===== src/rtl/ifetch_line_if.sv =====
// Fetch-unit bus bundle: the instruction output channel (valid/ready) and the
// line-read channel (AR request handshake plus an un-throttled R data pulse).
// Ports: master = fetch unit (drives inst_*, ar*), slave = consumer/memory side.
interface ifetch_line_if;
   logic         inst_valid;
   logic         inst_ready;
   logic [31:0]  inst;
   logic [31:0]  inst_pc;
   logic [31:0]  araddr;
   logic         arvalid;
   logic         arready;
   logic [127:0] rdata;
   logic         rvalid;

   modport master (
      output inst_valid, inst, inst_pc, araddr, arvalid,
      input  inst_ready, arready, rdata, rvalid
   );

   modport slave (
      input  inst_valid, inst, inst_pc, araddr, arvalid,
      output inst_ready, arready, rdata, rvalid
   );
endinterface


===== src/rtl/ifetch_line.sv =====
// Purpose: single-line instruction fetcher; reads a 16-byte line, hands out its words in order.
// Latency: first word valid one cycle after the R pulse; one word per cycle while inst_ready=1.
// Backpressure: inst_ready=0 holds the current word and issues no read; AR held until arready.
// Ports: clk, rst (async, active high); pc_set/pc_new redirect strobe and target;
//        bus (master) carries inst_valid/inst_ready/inst/inst_pc and araddr/arvalid/arready/rdata/rvalid.
module ifetch_line #(
   parameter logic [31:0] RESET_PC = 32'h8000_0000
) (
   input  logic                clk,
   input  logic                rst,
   input  logic                pc_set,
   input  logic [31:0]         pc_new,
   ifetch_line_if.master       bus
);

   typedef enum logic [1:0] {IDLE, REQ, WAIT, HAVE} state_t;

   state_t         state, state_nxt;
   logic [31:0]    pc, pc_nxt;
   logic [31:0]    araddr_q, araddr_nxt;
   logic [127:0]   line, line_nxt;
   logic           stale, stale_nxt;

   // The redirect target is word aligned; its low two bits carry no meaning.
   logic           unused_pc_lsb;
   assign unused_pc_lsb = ^pc_new[1:0];

   always_ff @(posedge clk or posedge rst) begin
      if (rst) begin
         state    <= IDLE;
         pc       <= RESET_PC;
         araddr_q <= 32'h0;
         line     <= 128'h0;
         stale    <= 1'b0;
      end else begin
         state    <= state_nxt;
         pc       <= pc_nxt;
         araddr_q <= araddr_nxt;
         line     <= line_nxt;
         stale    <= stale_nxt;
      end
   end

   always_comb begin
      state_nxt  = state;
      pc_nxt     = pc;
      line_nxt   = line;
      stale_nxt  = stale;
      araddr_nxt = araddr_q;

      // A redirect always wins over the instruction handshake.
      if (pc_set) begin
         pc_nxt = {pc_new[31:2], 2'b00};
      end

      case (state)
         IDLE: begin
            state_nxt = REQ;
         end
         REQ: begin
            // The AR in flight keeps its old address; its data must be dropped later.
            if (pc_set) begin
               stale_nxt = 1'b1;
            end
            if (bus.arready) begin
               state_nxt = WAIT;
            end
         end
         WAIT: begin
            if (bus.rvalid) begin
               stale_nxt = 1'b0;
               if (stale || pc_set) begin
                  state_nxt = REQ;
               end else begin
                  line_nxt  = bus.rdata;
                  state_nxt = HAVE;
               end
            end else if (pc_set) begin
               stale_nxt = 1'b1;
            end
         end
         HAVE: begin
            if (pc_set) begin
               state_nxt = REQ;
            end else if (bus.inst_ready) begin
               pc_nxt = pc + 32'd4;
               if (pc[3:2] == 2'b11) begin
                  state_nxt = REQ;
               end
            end
         end
         default: begin
            state_nxt = IDLE;
         end
      endcase

      // Line address is frozen on entry to REQ so it stays stable across redirects.
      if ((state_nxt == REQ) && (state != REQ)) begin
         araddr_nxt = {pc_nxt[31:4], 4'h0};
      end
   end

   always_comb begin
      case (pc[3:2])
         2'd0:    bus.inst = line[31:0];
         2'd1:    bus.inst = line[63:32];
         2'd2:    bus.inst = line[95:64];
         default: bus.inst = line[127:96];
      endcase
   end

   assign bus.inst_valid = (state == HAVE);
   assign bus.inst_pc    = pc;
   assign bus.arvalid    = (state == REQ);
   assign bus.araddr     = araddr_q;

endmodule


===== src/flat_wrapper.sv =====
// flat-port wrapper written by rule: the top's interface ports become plain ports
module ifetch_line_flat 
#(
   parameter logic [31:0] RESET_PC = 32'h8000_0000
)
  (clk, rst, pc_set, pc_new, bus_inst_valid, bus_inst, bus_inst_pc, bus_araddr, bus_arvalid, bus_inst_ready, bus_arready, bus_rdata, bus_rvalid);
  ifetch_line_if bus_i ();
  input  logic clk;
  input  logic rst;
  input  logic pc_set;
  input  logic [31:0] pc_new;
  output wire logic [$bits(bus_i.inst_valid)-1:0] bus_inst_valid;
  output wire logic [$bits(bus_i.inst)-1:0] bus_inst;
  output wire logic [$bits(bus_i.inst_pc)-1:0] bus_inst_pc;
  output wire logic [$bits(bus_i.araddr)-1:0] bus_araddr;
  output wire logic [$bits(bus_i.arvalid)-1:0] bus_arvalid;
  input wire logic [$bits(bus_i.inst_ready)-1:0] bus_inst_ready;
  input wire logic [$bits(bus_i.arready)-1:0] bus_arready;
  input wire logic [$bits(bus_i.rdata)-1:0] bus_rdata;
  input wire logic [$bits(bus_i.rvalid)-1:0] bus_rvalid;
  assign bus_inst_valid = bus_i.inst_valid;
  assign bus_inst = bus_i.inst;
  assign bus_inst_pc = bus_i.inst_pc;
  assign bus_araddr = bus_i.araddr;
  assign bus_arvalid = bus_i.arvalid;
  assign bus_i.inst_ready = bus_inst_ready;
  assign bus_i.arready = bus_arready;
  assign bus_i.rdata = bus_rdata;
  assign bus_i.rvalid = bus_rvalid;
  ifetch_line #(.RESET_PC(RESET_PC)) u_core (.clk(clk), .rst(rst), .pc_set(pc_set), .pc_new(pc_new), .bus(bus_i));
endmodule

===== config.mk =====
export PLATFORM = sky130hd
export DESIGN_NAME = ifetch_line_flat
export DESIGN_NICKNAME = d
export VERILOG_FILES = /design/src/rtl/ifetch_line_if.sv /design/src/rtl/ifetch_line.sv /design/src/flat_wrapper.sv
export SDC_FILE = /design/constraint.sdc
export NUM_CORES = 1
export LEC_CHECK = 0
export CAP_MARGIN = 20
export CORE_MARGIN = 2
export CORE_UTILIZATION = 35
export DETAILED_ROUTE_END_ITERATION = 8
export PLACE_DENSITY = 0.69
export SETUP_SLACK_MARGIN = 0.5
export SLEW_MARGIN = 10
export SYNTH_ARGS = -nofsm -noshare
export SYNTH_HDL_FRONTEND = slang
export SYNTH_SLANG_ARGS = --single-unit

===== constraint.sdc =====
create_clock -name clk -period 16.3 [get_ports clk]
set_clock_uncertainty 0.15 [all_clocks]
set_input_delay 2.445 -clock clk [delete_from_list [all_inputs] [get_ports clk]]
set_output_delay 2.445 -clock clk [all_outputs]
set_load 0.005 [all_outputs]

==> results.rst <==
.. list-table::
   :header-rows: 1

   * - Metric
     - Value
   * - Effective utilization at floorplan
     - around a third
   * - Share of flip-flops with an asynchronous set or reset
     - 100%
   * - Delay of the slowest cell on the worst path
     - between 0.5 and 0.6 ns
   * - Setup slack of the worst register-to-register path
     - roughly 13 ns
   * - Setup TNS
     - 0 ns
   * - Chain of cells forming the critical path
     - ha_2 -> buf_4 -> mux2i_1 -> clkdlybuf4s50_1
   * - Outcome
     - finished, final reports clean
   * - Final-report setup violation count
     - 0
   * - Combined area of the multi-input logic cells
     - around 0.0036 mm^2
   * - Cell type group with the largest total delay on the critical path
     - buffers and inverters
   * - Aggregate global-route resource usage
     - 18.2%
   * - Number of buffers inserted by hold repair at cts
     - 0
   * - Portion of total power attributed to the clock network
     - 26.3%
   * - Buffers and inverters on the worst path
     - 2
   * - Skew-Pair Late Insertion Delay
     - approximately 0.43 ns
   * - Cts repair resizes
     - 0
   * - Crit path DAT
     - 2.83 ns
   * - Hold slack
     - approximately 0.34 ns
   * - Total power of the final layout
     - ~1.6 mW
   * - RSZ-0062 raised after global routing
     - false
   * - Final layout net count
     - between 1000 and 1500
   * - Switching share of total power
     - a little under a third
   * - Die outline area
     - around 0.026 mm^2
   * - CP max FO
     - 26
   * - Share of post-route cells with drive strength above 1
     - between 10% and 20%
   * - VDD IR-drop max
     - 65.9 uV
   * - Synth-to-layout area growth
     - 38.8%
   * - Post-synthesis instance area
     - 0.00881 mm^2
   * - Clock Sinks
     - around 190
   * - Number of placed I/O pins
     - ~260
   * - Post-synth EDFFs
     - 0
   * - Pwr Density
     - approximately 130 mW/mm^2
   * - Classification of the worst-slack hold path
     - reg2reg
   * - FILL cells
     - between 2000 and 2500
   * - Pins Over Slew Limit
     - 0
   * - Average footprint of a synthesized cell
     - roughly 12 um^2
   * - Number of port buffers
     - roughly 260
   * - TritonCTS clock tree
     - done
   * - Number of antenna repair diodes
     - 0
   * - Post-CTS Setup Inserts
     - 0
   * - Number of warnings reported in the yosys synthesis log
     - 0
   * - NetSw
     - 491 uW
   * - Die height
     - 163 um
   * - Number of antenna violations at the first check in global routing
     - 0
   * - Clock buffers created by TritonCTS
     - 17
   * - Maximum number of buffers from clock root to sink
     - 2
   * - Final weighted congestion in routability-driven placement
     - roughly 0.82
   * - Standard cell with the maximum stage delay on the critical path
     - sky130_fd_sc_hd__clkdlybuf4s50_1
   * - Relative slew margins
     - about a third
   * - Placement Cell Area
     - 0.0116 mm^2
   * - Sequential share of power
     - a little over two fifths
   * - Combinational group share of total power
     - between 30% and 40%
   * - Flip-flop and latch area
     - 0.00478 mm^2
   * - Critical Setup Path Class
     - reg2out
   * - Most common flop cell mapped by yosys
     - sky130_fd_sc_hd__dfrtp_1
   * - Via density per instance
     - 5.17
   * - Actual slew at the worst max-slew pin
     - around 1.0 ns
   * - Total routed wirelength
     - 23.9 mm
   * - Total leakage power
     - about 5.3 nW
   * - Die width
     - between 150 and 200 um
   * - Drt pass-1 iters
     - 5
   * - Area of the core
     - 0.0250 mm^2
   * - Routed WL per cell
     - approximately 18 um
   * - Total via count after detailed routing
     - between 6000 and 7000
   * - Detailed router's first-iteration violation count
     - 462
   * - Via count of the first global-routing pass
     - ~6700
   * - Startpoint class of the critical path
     - flip-flop
   * - CTS H-Tree Depth
     - 4
   * - Global-route wire length before repair
     - between 30 and 40 mm
   * - Synthesized netlist cell count
     - ~740
   * - Antenna Nets Post-Route
     - 0
   * - Highest clock frequency the design can meet
     - about 180 MHz
   * - Final hold vios
     - 0
   * - Fin area
     - between 0.01 and 0.015 mm^2
   * - Internal power
     - around 1.1 mW
   * - Proportion of synthesized chip area in sequential cells
     - 54.3%
   * - Unique cell type count in the Yosys netlist
     - 51
   * - Std-Cell Rows
     - 58
   * - Overflow left after global routing
     - 0
   * - Element type at the critical path end
     - output pin
   * - Crit path required time
     - 13.71 ns
   * - Number of synthesized register bits
     - 191
   * - Clock slew seen by the registers of the worst setup and hold paths
     - approximately 0.08 ns
   * - Largest net degree at the start of global routing
     - roughly 120
   * - DRC violation count after routing
     - 0
   * - Clock root buffer
     - sky130_fd_sc_hd__clkbuf_16
   * - Final critical delay including setup and external delays
     - around 5.4 ns
   * - Period Utilization, post-route
     - about a third
   * - Max-cap check violation count
     - 0
   * - Estimated wirelength of the detail-placed design
     - ~16 mm
[cell usage after synthesis, types with 8 or more instances]
library cell / number / area [um^2]
sky130_fd_sc_hd__inv_1: 43 / 161
sky130_fd_sc_hd__nand3_1: 20 / 100
sky130_fd_sc_hd__dfrtp_1: 190 / 4750
sky130_fd_sc_hd__or4_1: 9 / 67.6
sky130_fd_sc_hd__nor2b_1: 9 / 56.3
sky130_fd_sc_hd__a31oi_1: 13 / 81.3
sky130_fd_sc_hd__o21ai_0: 50 / 250
sky130_fd_sc_hd__nor2_1: 20 / 75.1
sky130_fd_sc_hd__mux2_2: 106 / 1190
sky130_fd_sc_hd__nand4_1: 11 / 68.8
sky130_fd_sc_hd__a222oi_1: 32 / 320
sky130_fd_sc_hd__mux2_1: 18 / 203
sky130_fd_sc_hd__clkbuf_1: 30 / 113
sky130_fd_sc_hd__nand2_1: 57 / 214
sky130_fd_sc_hd__ha_1: 9 / 113
sky130_fd_sc_hd__o31ai_1: 8 / 60.1
sky130_fd_sc_hd__mux2i_1: 33 / 330
[placed cells by master (no fill, tap or decap), types with 13 or more instances in the layout]
master	synthesis	layout
sky130_fd_sc_hd__o21ai_0	50	50
sky130_fd_sc_hd__mux2_2	106	106
sky130_fd_sc_hd__nand2_1	57	57
sky130_fd_sc_hd__nor2_1	20	20
sky130_fd_sc_hd__a31oi_1	13	13
sky130_fd_sc_hd__clkdlybuf4s50_1	0	256
sky130_fd_sc_hd__clkbuf_16	0	17
sky130_fd_sc_hd__a222oi_1	32	32
sky130_fd_sc_hd__dfrtp_1	190	190
sky130_fd_sc_hd__inv_1	43	42
sky130_fd_sc_hd__nand3_1	20	20
sky130_fd_sc_hd__mux2i_1	33	33
sky130_fd_sc_hd__mux2_1	18	18
[path summary, 6_finish.rpt]
kind / from / end / cells after the start
worst max-delay path: u_core.bus.inst_pc[3] / bus_inst[31] / 4
worst min-delay path: u_core.bus.araddr[20] / u_core.bus.araddr[20] / 1
worst max register to register: u_core.state[0] / u_core.line[68] / 7
worst min register to register: u_core.bus.araddr[20] / u_core.bus.araddr[20] / 1
max in group asynchronous: rst / u_core.bus.araddr[10] / 3
min in group asynchronous: rst / u_core.line[99] / 2
[sequential cells by signal, summed over array words and instances (netlist names)]
register,flops
u_core.bus.araddr,28
u_core.stale,1
u_core.state,2
u_core.line,128
u_core.bus.inst_pc,32
[layer usage]
layer	up-vias	global-route usage [%]	wire length (um)
met5	-	0	0
met4	0	3.22	174
met3	12	7.16	2510
met2	272	29.6	11300
met1	3370	23.2	9960
li1	3171	-	-
[metrics by stage]
stage	utilization, %	worst slack (ns)	cells
6_report	49.0	10.88	1321
5_1_grt	49.0	10.74	1321
4_1_cts	49.0	10.87	1321
3_5_place_dp	46.6	10.67	1290
3_3_place_gp	46.6	10.72	1290
2_1_floorplan	-	8.51	746
[power groups by stage]
stage	clock (mW)	sequential (mW)	combinational (mW)
6_report	0.428	0.683	0.517
3_3_place_gp	0	0.688	0.514
5_1_grt	0.462	0.699	0.570
2_1_floorplan	0	0.675	0.275
3_5_place_dp	0	0.693	0.523
4_1_cts	0.441	0.684	0.527
[kinds of logic (layout without fill, tap and decap cells)]
family / Yosys count / in the layout / share of synthesized area, %
AOI/OAI and AO/OA: 124 / 124 / 9.77
buffers and inverters: 94 / 339 / 4.57
adders and majority gates: 9 / 9 / 1.28
other: 1 / 4 / 0.0426
muxes: 157 / 157 / 19.6
xor gates and xnor gates: 10 / 10 / 0.994
and+or+nand+nor: 157 / 157 / 9.46
DFF: 191 / 191 / 54.3
[cell type report]
cell class | instances | area share, %
clock inverters | 14 | 1.39
inverters | 43 | 1.38
repair buffers | 265 | 21.5
well taps | 330 | 3.38
multi-input cells | 461 | 29.8
clock buffers | 17 | 3.48
flip-flops and latches | 191 | 39.1
Note: power is estimated with default switching activity, not from simulation.
